[config.mk]
export PLATFORM = sky130hd
export DESIGN_NAME = ham_15_11_syndrome_decoder
export DESIGN_NICKNAME = d
export VERILOG_FILES = /design/src/rtl/ham_15_11_syndrome_decoder.sv
export SDC_FILE = /design/constraint.sdc
export NUM_CORES = 1
export LEC_CHECK = 0
export CAP_MARGIN = 20
export CORE_MARGIN = 2
export CORE_UTILIZATION = 51
export CTS_BUF_LIST = sky130_fd_sc_hd__clkbuf_8
export CTS_CLUSTER_DIAMETER = 40
export DETAILED_ROUTE_END_ITERATION = 6
export PLACE_DENSITY = 0.93
export SLEW_MARGIN = 20
export SYNTH_ARGS = -nofsm -noshare
export SYNTH_HDL_FRONTEND = slang
export SYNTH_SLANG_ARGS = --single-unit
[constraint.sdc]
create_clock -name clk -period 1.8 [get_ports clk]
set_clock_uncertainty 0.05 [all_clocks]
set_input_delay 0.27 -clock clk [delete_from_list [all_inputs] [get_ports clk]]
set_output_delay 0.27 -clock clk [all_outputs]
set_load 0.01 [all_outputs]
[src/rtl/ham_15_11_syndrome_decoder.sv]
// Hamming(15,11) receive decoder: syndrome in stage 1, single-bit correction in stage 2.
// Optional error statistics counters are enabled with the macro HAM_DEC_STATS_EN.
module ham_15_11_syndrome_decoder #(
   parameter int CNT_W = 16
) (
   input  logic              clk,
   input  logic              rst,
   input  logic              in_valid,
   output logic              in_ready,
   input  logic [14:0]       c_in,
   output logic              out_valid,
   input  logic              out_ready,
   output logic [10:0]       d_out,
   output logic              err_det,
   output logic [3:0]        err_pos
`ifdef HAM_DEC_STATS_EN
   ,
   output logic [CNT_W-1:0]  cnt_corr,
   output logic [CNT_W-1:0]  cnt_total
`endif
);

   if (CNT_W < 1) begin : g_bad_cnt_w
      $error("CNT_W must be at least 1");
   end

   // Handshake: a word moves on valid && ready; a stage may load whenever it is
   // empty or its contents leave in the same cycle, so ready never looks at valid.
   logic        s2_adv;
   logic        s1_adv;
   logic        accept;

   logic        s1_vld_q, s1_vld_d;
   logic [14:0] s1_c_q,   s1_c_d;
   logic [3:0]  s1_syn_q, s1_syn_d;

   logic        s2_vld_q, s2_vld_d;
   logic [10:0] s2_d_q,   s2_d_d;
   logic        s2_det_q, s2_det_d;
   logic [3:0]  s2_pos_q, s2_pos_d;

   logic [3:0]  syn_in;
   logic [14:0] flip;
   logic [14:0] corr;

   // Each syndrome bit checks the positions (i+1) that have that bit set.
   assign syn_in = {^(c_in & 15'h7F80), ^(c_in & 15'h7878),
                    ^(c_in & 15'h6666), ^(c_in & 15'h5555)};

   always_comb begin
      flip = '0;
      if (s1_syn_q != 4'd0) begin
         flip = 15'd1 << (s1_syn_q - 4'd1);
      end
      corr = s1_c_q ^ flip;
   end

   always_comb begin
      s2_adv = ~s2_vld_q | out_ready;
      s1_adv = ~s1_vld_q | s2_adv;
      accept = in_valid & s1_adv;

      s1_vld_d = s1_vld_q;
      s1_c_d   = s1_c_q;
      s1_syn_d = s1_syn_q;
      if (accept) begin
         s1_vld_d = 1'b1;
         s1_c_d   = c_in;
         s1_syn_d = syn_in;
      end else if (s2_adv) begin
         s1_vld_d = 1'b0;
      end

      s2_vld_d = s2_vld_q;
      s2_d_d   = s2_d_q;
      s2_det_d = s2_det_q;
      s2_pos_d = s2_pos_q;
      if (s1_vld_q && s2_adv) begin
         s2_vld_d = 1'b1;
         s2_d_d   = {corr[14:8], corr[6:4], corr[2]};
         s2_det_d = (s1_syn_q != 4'd0);
         s2_pos_d = s1_syn_q;
      end else if (out_ready) begin
         s2_vld_d = 1'b0;
      end
   end

   always_ff @(posedge clk) begin
      if (rst) begin
         s1_vld_q <= 1'b0;
         s1_c_q   <= '0;
         s1_syn_q <= '0;
         s2_vld_q <= 1'b0;
         s2_d_q   <= '0;
         s2_det_q <= 1'b0;
         s2_pos_q <= '0;
      end else begin
         s1_vld_q <= s1_vld_d;
         s1_c_q   <= s1_c_d;
         s1_syn_q <= s1_syn_d;
         s2_vld_q <= s2_vld_d;
         s2_d_q   <= s2_d_d;
         s2_det_q <= s2_det_d;
         s2_pos_q <= s2_pos_d;
      end
   end

   assign in_ready  = s1_adv;
   assign out_valid = s2_vld_q;
   assign d_out     = s2_d_q;
   assign err_det   = s2_det_q;
   assign err_pos   = s2_pos_q;

`ifdef HAM_DEC_STATS_EN
   logic             out_fire;
   logic [CNT_W-1:0] cnt_corr_q,  cnt_corr_d;
   logic [CNT_W-1:0] cnt_total_q, cnt_total_d;

   assign out_fire = s2_vld_q & out_ready;

   // Counters stick at all-ones instead of wrapping.
   always_comb begin
      cnt_corr_d  = cnt_corr_q;
      cnt_total_d = cnt_total_q;
      if (out_fire) begin
         if (cnt_total_q != '1) begin
            cnt_total_d = cnt_total_q + CNT_W'(1);
         end
         if (s2_det_q && (cnt_corr_q != '1)) begin
            cnt_corr_d = cnt_corr_q + CNT_W'(1);
         end
      end
   end

   always_ff @(posedge clk) begin
      if (rst) begin
         cnt_corr_q  <= '0;
         cnt_total_q <= '0;
      end else begin
         cnt_corr_q  <= cnt_corr_d;
         cnt_total_q <= cnt_total_d;
      end
   end

   assign cnt_corr  = cnt_corr_q;
   assign cnt_total = cnt_total_q;
`endif

endmodule

==> flow_summary_export.csv <==
group,metric,value,unit
power,p_total,1.805,mW
synthesis,async_reset_ff_share,0,%
clock_network,ctsHoldBuffers,0,
global_routing,grt_use_total,19.63,%
clock_network,postCtsSetupRepairBufs,0,
sta,setup_tns,0,ps
clock_network,cts_root_buffer,"clkbuf_8",
synthesis,synth_edf_count,0,
placed_design,dp_cells,248,
sta,grt_setup_unrepaired,"no",
placed_design,place_ws,-50.16,ps
cells_and_area,fin_nets,242,
routing,first_iter_violations,38,
critical_path,cp_max_fo,6,
power,ir_worst_vdd,0.5393,mV
critical_path,crit_arrival,1830,ps
synthesis,synth.distinct_cells,29,
sta,max-slew-margin-rel,70.35,%
cells_and_area,drive_above_1_share,8.108,%
global_routing,grt_start_max_net_pins,34,
critical_path,startpoint_type,"register",
routing,drt_wl_total,3.118,mm
die,die_h,59.34,um
clock_network,clock-sinks,33,
synthesis,netlist_area,0.001561,mm2
critical_path,crit_slowest_cell,"ha_1",
critical_path,required,1940,ps
clock_network,clkLatencyLatePin,280,ps
power,clockPowerShare,30.1,%
cells_and_area,fin_util,70.55,%
clock_network,htree_num_levels,2,
routing,post-route-drc-count,0,
synthesis,yosys.area.top_type,"dfxtp_1",
placed_design,dpl_cell_area,0.002007,mm2
power,swShare,27.13,%
placed_design,gp_congestion,0.7970,
power,p_comb_share,24.2,%
cells_and_area,fin_area,0.002101,mm2
cells_and_area,n_fill_cell,237,
sta,timing.final.crit_share,93.99,%
sta,setup_ws,108.1,ps
clock_network,clockBufferDepth,2,
die,die-area,0.003521,mm2
synthesis,avgSynthCellArea,8.533,um2
synthesis,synth_top_cell_area_share,42.31,%
status,status,"finished clean",
synthesis,yosysWarnings,0,
placed_design,port_buffers,36,
cells_and_area,num_antenna_cells,0,
cells_and_area,fin_cells,255,
power,seq_power_share,45.6,%
critical_path,path_class,"reg -> reg",
power,p_int,1.315,mW
hold_path,hp-class,"reg -> reg",
global_routing,grt_pass1_vias,1163,
die,core-area,0.002978,mm2
power,switchingPower,0.4896,mW
critical_path,cp_top_family,"simple AND/OR/NAND/NOR gates",
sta,slew_violations,0,
synthesis,yosys_most_used_dff,"dfxtp_1",
global_routing,overflow,0,
power,p_leak,0.7657,nW
die,num_io_pins,37,
sta,fin_crit,1692,ps
sta,setup_viol,0,
sta,whs,412.6,ps
global_routing,grt_pass1_wl,4.961,mm
sta,hold_violations,0,
placed_design,dp.final_hpwl,2.317,mm
clock_network,numCtsBuffers,5,
global_routing,antenna_found_initial,0,
cells_and_area,multi_input_area,833.3,um2
synthesis,seq_area_frac_synth,42.31,%
die,row_count,20,
clock_network,clk_pin_slew,60,ps
routing,drtPass1Iterations,4,
cells_and_area,register_area,660.6,um2
synthesis,synthesis.nets,203,
flow_run,drv_cap,0,
routing,vias_per_cell,5.231,
synthesis,synth_area_leaders,"dfxtp_1, xnor2_1, nand2_1",
routing,ant_nets,0,
critical_path,cp_num_buf_inv,0,
critical_path,crit_chain,"nor2_1, ha_1, nand2_1, or3_1, a311oi_1",
die,die_w,59.34,um
sta,max_freq,0.5911,GHz
routing,wl_per_cell,12.23,um
synthesis,syn-instance-count,183,
die,start_util,52.44,%
synthesis,ys_ff_latch,33,
clock_network,post_cts_resized,0,
clock_network,cts_tree,"built",
power,power.density,859.1,mW/mm2
cells_and_area,area_growth,34.53,%
sta,tightest_slew,443.7,ps
critical_path,crit_path_end_kind,"register",
critical_path,max_stage_delay,370,ps
routing,vias,1334,
-- sequential cells by signal (all words and copies together) (netlist names) --
register	count
out_valid	1
d_out	11
s1_c_q	11
err_pos	4
s1_syn_q	4
s1_vld_q	1
err_det	1
-- layout by cell type, fill, tap and decap left out --
| cell type | count |
|---|---|
| dlymetal6s2s_1 | 1 |
| nand4_1 | 1 |
| or3_1 | 1 |
| a21oi_1 | 18 |
| a211oi_1 | 13 |
| nand3b_1 | 1 |
| o21ai_0 | 1 |
| clkbuf_8 | 6 |
| and2_1 | 2 |
| xor2_1 | 9 |
| dfxtp_1 | 33 |
| nand2_1 | 34 |
| ha_1 | 1 |
| o21a_1 | 1 |
| xnor3_1 | 2 |
| buf_12 | 3 |
| nand2b_1 | 3 |
| clkdlybuf4s50_1 | 35 |
| inv_1 | 4 |
| nor3b_2 | 2 |
| nor3_1 | 2 |
| nor4_1 | 1 |
| nor2_1 | 19 |
| xnor2_1 | 19 |
| a311oi_1 | 1 |
| o311ai_0 | 1 |
| nand4b_1 | 1 |
| a211oi_2 | 1 |
| buf_4 | 6 |
-- power groups by stage --
stage	registers [mW]	logic [mW]	clock network, mW
after floorplan	0.836	0.271	0
after global placement	0.835	0.424	0
after detailed placement	0.839	0.437	0
after CTS	0.822	0.439	0.556
after global routing	0.828	0.477	0.576
final	0.823	0.438	0.544
-- per-layer routing --
| metal | track usage [%] | vias up | routed length (um) |
|---|---|---|---|
| li1 | - | 686 | - |
| met1 | 22.05 | 616 | 1376 |
| met2 | 32.50 | 28 | 1543 |
| met3 | 6.550 | 4 | 121 |
| met4 | 10.71 | 0 | 77 |
| met5 | 0 | - | 0 |
-- path summary, 6_finish.rpt --
kind                    start          to  slack [ps]  cells after the start
setup / recovery  s1_syn_q[1]   d_out[10]         110                      5
hold reg to reg    err_pos[1]  err_pos[1]         410                      2
setup reg to reg  s1_syn_q[1]   d_out[10]         110                      5
hold / removal     err_pos[1]  err_pos[1]         410                      2
-- worst reg2reg max path: stages (launching register included) --
cell	delay, ps
dfxtp_1	360
nor2_1	60
ha_1	370
nand2_1	130
or3_1	350
a311oi_1	280
-- cells by family after synthesis --
logic type,Yosys count,synth area share [%]
AND/OR/NAND/NOR,67,18.91
XOR/XNOR,30,18.59
AO/OA/AOI/OAI,36,14.74
flip-flops,33,42.31
adder cells (fa/ha/maj),1,0.8012
buffers and inverters,16,4.647
-- cell usage after synthesis, drive strengths merged, types with 2 or more instances --
| cell | instances |
|---|---|
| xnor3 | 2 |
| xor2 | 9 |
| a211oi | 14 |
| a21oi | 18 |
| and2 | 2 |
| clkbuf | 4 |
| nor2 | 19 |
| nor3b | 2 |
| buf | 9 |
| nand2b | 3 |
| xnor2 | 19 |
| inv | 3 |
| nor3 | 2 |
| nand2 | 34 |
| dfxtp | 33 |
-- area by class of cell --
type,count,share of cell area (%)
Inverter,3,0.5360
Sequential cell,33,31.45
Clock buffer,6,3.931
Tap cell,33,1.965
Multi-Input combinational cell,134,39.67
Clock inverter,1,0.1787
Timing Repair Buffer,45,22.28
Note: power is estimated with default switching activity, not from simulation.
